===== src/rtl/iro_seed_loader.sv =====
// Ring-oscillator seed loader: shifts a seed out on bclk/bdat, runs the oscillator
// for run_len cycles, freezes it with hold, then captures the synchronised phase taps.
module iro_seed_loader #(
  parameter int N_STAGES = 25,
  parameter int DIV      = 2,
  parameter int RUN_W    = 16,
  parameter int SETTLE   = 4
) (
  input  logic                clk,
  input  logic                rst_n,
  input  logic                start,
  input  logic [N_STAGES-1:0] seed_in,
  input  logic [RUN_W-1:0]    run_len,
  output logic                busy,
  output logic                bclk,
  output logic                bdat,
  output logic                enable,
  output logic                hold,
  input  logic [15:0]         phases,
  output logic [15:0]         cap_phases,
  output logic                cap_valid
);

  // state      | meaning
  // S_IDLE     | waiting for start, outputs quiet
  // S_SHIFT_LO | bclk low, bdat presents current seed bit
  // S_SHIFT_HI | bclk high, target samples bdat on the rise
  // S_RUN      | oscillator enabled for run_len cycles
  // S_HOLD     | oscillator frozen, waiting SETTLE cycles
  // S_CAPT     | cap_valid strobe with freshly captured phases
  typedef enum logic [2:0] {
    S_IDLE,
    S_SHIFT_LO,
    S_SHIFT_HI,
    S_RUN,
    S_HOLD,
    S_CAPT
  } state_t;

  localparam int DW = (DIV > 1) ? $clog2(DIV) : 1;
  localparam int BW = (N_STAGES > 1) ? $clog2(N_STAGES) : 1;
  localparam int SW = (SETTLE > 1) ? $clog2(SETTLE) : 1;

  localparam logic [DW-1:0]    DIV_TC  = DW'(DIV - 1);
  localparam logic [DW-1:0]    DIV_ONE = DW'(1);
  localparam logic [BW-1:0]    BIT_TC  = BW'(N_STAGES - 1);
  localparam logic [BW-1:0]    BIT_ONE = BW'(1);
  localparam logic [SW-1:0]    SET_TC  = SW'(SETTLE - 1);
  localparam logic [SW-1:0]    SET_ONE = SW'(1);
  localparam logic [RUN_W-1:0] RUN_ONE = RUN_W'(1);

  state_t              state_q, state_d;
  logic [N_STAGES-1:0] sh_q, sh_d;
  logic [DW-1:0]       div_cnt_q, div_cnt_d;
  logic [BW-1:0]       bit_cnt_q, bit_cnt_d;
  logic [RUN_W-1:0]    run_cnt_q, run_cnt_d;
  logic [SW-1:0]       set_cnt_q, set_cnt_d;
  logic [15:0]         cap_q, cap_d;
  logic [15:0]         sync1_q, sync2_q;

  always_comb begin
    state_d   = state_q;
    sh_d      = sh_q;
    div_cnt_d = div_cnt_q;
    bit_cnt_d = bit_cnt_q;
    run_cnt_d = run_cnt_q;
    set_cnt_d = SET_TC;
    cap_d     = cap_q;
    case (state_q)
      S_IDLE: begin
        if (start) begin
          sh_d      = seed_in;
          run_cnt_d = run_len;
          bit_cnt_d = BIT_TC;
          div_cnt_d = DIV_TC;
          state_d   = S_SHIFT_LO;
        end
      end
      S_SHIFT_LO: begin
        if (div_cnt_q == '0) begin
          div_cnt_d = DIV_TC;
          state_d   = S_SHIFT_HI;
        end else begin
          div_cnt_d = div_cnt_q - DIV_ONE;
        end
      end
      S_SHIFT_HI: begin
        if (div_cnt_q == '0) begin
          div_cnt_d = DIV_TC;
          if (bit_cnt_q == '0) begin
            // zero run length goes straight to freeze
            state_d = (run_cnt_q == '0) ? S_HOLD : S_RUN;
          end else begin
            sh_d      = sh_q << 1;
            bit_cnt_d = bit_cnt_q - BIT_ONE;
            state_d   = S_SHIFT_LO;
          end
        end else begin
          div_cnt_d = div_cnt_q - DIV_ONE;
        end
      end
      S_RUN: begin
        run_cnt_d = run_cnt_q - RUN_ONE;
        if (run_cnt_q == RUN_ONE) begin
          state_d = S_HOLD;
        end
      end
      S_HOLD: begin
        if (set_cnt_q == '0) begin
          // capture on the last hold edge so cap_phases is valid alongside cap_valid
          cap_d   = sync2_q;
          state_d = S_CAPT;
        end else begin
          set_cnt_d = set_cnt_q - SET_ONE;
        end
      end
      S_CAPT: begin
        state_d = S_IDLE;
      end
      default: begin
        state_d = S_IDLE;
      end
    endcase
  end

  always_ff @(posedge clk or negedge rst_n) begin
    if (!rst_n) begin
      state_q   <= S_IDLE;
      sh_q      <= '0;
      div_cnt_q <= '0;
      bit_cnt_q <= '0;
      run_cnt_q <= '0;
      set_cnt_q <= SET_TC;
      cap_q     <= '0;
      sync1_q   <= '0;
      sync2_q   <= '0;
    end else begin
      state_q   <= state_d;
      sh_q      <= sh_d;
      div_cnt_q <= div_cnt_d;
      bit_cnt_q <= bit_cnt_d;
      run_cnt_q <= run_cnt_d;
      set_cnt_q <= set_cnt_d;
      cap_q     <= cap_d;
      sync1_q   <= phases;
      sync2_q   <= sync1_q;
    end
  end

  assign busy       = (state_q != S_IDLE);
  assign bclk       = (state_q == S_SHIFT_HI);
  assign bdat       = ((state_q == S_SHIFT_LO) || (state_q == S_SHIFT_HI)) && sh_q[N_STAGES-1];
  assign enable     = (state_q == S_RUN) || (state_q == S_HOLD);
  assign hold       = (state_q == S_HOLD);
  assign cap_valid  = (state_q == S_CAPT);
  assign cap_phases = cap_q;

endmodule


===== config.mk =====
export PLATFORM = sky130hd
export DESIGN_NAME = iro_seed_loader
export DESIGN_NICKNAME = d
export VERILOG_FILES = /design/src/rtl/iro_seed_loader.sv
export SDC_FILE = /design/constraint.sdc
export NUM_CORES = 1
export LEC_CHECK = 0
export CORE_MARGIN = 2
export CORE_UTILIZATION = 35
export DETAILED_ROUTE_END_ITERATION = 8
export PLACE_DENSITY = 0.56
export SYNTH_ARGS = -nofsm -noshare
export SYNTH_HDL_FRONTEND = slang
export SYNTH_SLANG_ARGS = --single-unit

===== constraint.sdc =====
create_clock -name clk -period 3.6 [get_ports clk]
set_input_delay 1.08 -clock clk [delete_from_list [all_inputs] [get_ports clk]]
set_output_delay 1.08 -clock clk [all_outputs]
set_load 0.1 [all_outputs]

==> results.cfg <==
[critical_path]
crit_cells = 4
cp.arrival_ns = 1.97
crit_family = flip-flops
r2r_cells = 6
path_cells = or3b_1 > buf_4 > clkinv_1 > buf_12
critPathBufInv = 3
required_ns = 2.52
slowest_delay_ns = 0.69
crit_path_end_kind = output pin
criticalPathCategory = reg2out
slowest_stage = dfrtp_1
cp_max_fo = 30
cp-start-kind = register

[synthesis]
synthTopCellsByCount = dfrtp_1, nand2_1, nor2_1, a31oi_1, mux2_2
netlist.area_leader.share_pct = 58.2
ys.warnings.count = 0
synth_compound_area_share_pct = 12.2
ys_async_sr_fraction_pct = 100
netlist_instances = 390
syn-num-nets = 454
synth_cell_types = 55
synthTopCellsByArea = dfrtp_1, nand2_1, mux2_2
synth-seq-area-share_pct = 59.5
ys.flop_type = dfrtp_1
synth_xor_area_share_pct = 0.208
yosys.area_share.simple_pct = 18.7
postSynthAreaPerCell_um2 = 10.8
syn_area_um2 = 4210
yosysTopAreaCell = dfrtp_1
synthAdderAreaFrac_pct = 1.19
synth.most_common_cell = dfrtp_1
synth-seq-cells = 100
synth-edff-count = 0
synth_top_family_by_area = simple AND/OR/NAND/NOR gates
synthMuxAreaShare_pct = 4.28

[hold_path]
hold_path_depth = 0
hp-class = reg2reg

[routing]
via_per_inst = 5.07
routed_wl_um = 8980
route.detailed.drc = 0
first_iter_violations = 229
antenna_left = 0
drt-pass1-iter-count = 5
via_count = 3135
avgRoutedWirePerCell_um = 14.5

[die]
core_um2 = 11900
die_y_um = 114
ios = 82
start_util_pct = 35.5
rows = 40
dieArea_um2 = 12900
die_w_um = 114

[sta]
fin_crit_ns = 3.05
min_period_over_period_pct = 84.8
relSlewSlack_pct = 32.2
fin_ws_ns = 0.548
fin_hold_ws_ns = 0.349
worst_pin_slew_ns = 1.02
setup_tns_ns = 0
finalHoldViolCount = 0
finalClockSkew_ns = 0.00889
fmax_ghz = 0.328
report.final.slew_viol_count = 0
grt_setup_unrepaired = false
finalSetupViolations = 0

[layout]
drive_gt1_share_pct = 15.3
antenna_cells = 0
syn_to_final_growth_pct = 28.3
final_nets = 530
layout.cells.non_filler = 618

[global_route]
antenna_found_initial = 0
grt_usage_pct = 15.0
grt_pass1_vias = 3091
overflow = 0
grt_pass1_wl_um = 15300
grt_max_degree = 57

[cts]
numCtsBuffers = 9
post_cts_buffers = 0
clk_pin_slew_ns = 0.08
cts_tree = done
cts_num_sinks = 100
cts-resized-gates = 0
hold_buffers = 0
cts_root_buf = clkbuf_16
clock_path_buffers = 2
insertion_delay_ns = 0.34
htree_levels = 3

[power_and_ir_drop]
power_density_nw_per_um2 = 446
leakage_nw = 2.30
power_mw = 2.41
ir_worst_vdd_uv = 190

[flow_run]
cap_violations = 0

[placement]
numPortBuffers = 81
gp_congestion = 0.761
dp.cells = 602
dp_hpwl_um = 6070
dp_slack_ns = 0.566

[status]
status = complete, no violations
## final cells by class
class | instances | area [µm²]
timing repair buffer | 88 | 831
multi-input combinational | 255 | 1540
clock buffer | 9 | 225
sequential | 100 | 2500
tap | 147 | 184
inverter | 12 | 45.0
fill | 1146 | 6450
clock inverter | 7 | 75.1
## report_power, final
part | switching, mW | leakage [nW] | internal (mW) | total [mW]
Sequential | 0.0704 | 1.12 | 1.18 | 1.25
Combinational | 0.0923 | 1.04 | 0.105 | 0.197
Clock | 0.466 | 0.145 | 0.495 | 0.960
Total | 0.628 | 2.30 | 1.78 | 2.41
## worst register-to-register path: cells and delay by family (launching register included)
kind | cells | cell delay (ns)
AO/OA/AOI/OAI | 2 | 1.02
AND/OR/NAND/NOR | 2 | 0.46
buffers and inverters | 2 | 0.58
flip-flops | 1 | 0.69
## cells by family after synthesis
| group | Yosys count |
|---|---|
| buffers and inverters | 35 |
| AOI/OAI and AO/OA | 74 |
| and+or+nand+nor | 160 |
| adders and majority gates | 4 |
| DFF | 100 |
| muxes | 16 |
| xor gates and xnor gates | 1 |
## per-layer routing
metal	wire, µm	vias up	GRT usage [%]
li1	-	1536	-
met1	4400	1515	20.9
met2	4030	73	23.0
met3	363	11	2.50
met4	193	0	7.07
met5	0	-	0
## placed cells by master, fill, tap and decap left out, types with 2 or more instances in the layout
cell	synthesis	final
inv_1	11	11
nand4_1	4	4
o21ai_0	8	8
a21oi_1	8	8
and2_1	4	4
nand2_1	66	66
o211ai_1	6	6
o22ai_1	2	2
buf_4	1	28
a31o_2	2	2
buf_12	0	2
clkbuf_16	0	9
inv_8	0	3
dfstp_2	2	2
nand2b_1	2	2
a211oi_1	3	3
or3_1	5	5
nor2_1	39	39
o41ai_1	2	2
nor4b_1	2	2
a31oi_1	26	26
o311ai_0	5	5
nor3_1	9	9
or4_1	3	3
clkdlybuf4s50_1	0	58
inv_6	0	2
dfrtp_1	98	98
mux2_2	16	16
ha_1	4	4
and3_1	2	2
and4_1	3	3
a22oi_1	2	2
nand3_1	8	8
nand3b_1	2	2
## flip-flops by register name (all words and copies together), names as in the netlist
register,cells
state_q,3
sync2_q,16
set_cnt_q,2
run_cnt_q,16
bit_cnt_q,5
cap_phases,16
sync1_q,16
sh_q,25
div_cnt_q,1
## metrics by stage
stage	util, %	instance area [µm²]
after floorplan	-	4210
after global placement	43.0	5110
after detailed placement	43.0	5110
after CTS	45.6	5410
after global routing	45.6	5410
final	45.6	5410
## worst paths after layout
check / start / endpoint / slack (ns)
worst min register to register: sync1_q[4]$_DFF_PN0_ / sync2_q[4]$_DFF_PN0_ / 0.35
worst max register to register: state_q[1]$_DFFE_PN0P_ / sh_q[13]$_DFFE_PN0P_ / 0.78
max in group asynchronous: rst_n / sync1_q[3]$_DFF_PN0_ / 2.12
min in group asynchronous: rst_n / cap_phases[15]$_DFFE_PN0P_ / 0.79
worst max-delay path: state_q[1]$_DFFE_PN0P_ / bclk / 0.55
worst min-delay path: sync1_q[4]$_DFF_PN0_ / sync2_q[4]$_DFF_PN0_ / 0.35
(Power assumes the default switching activity.)
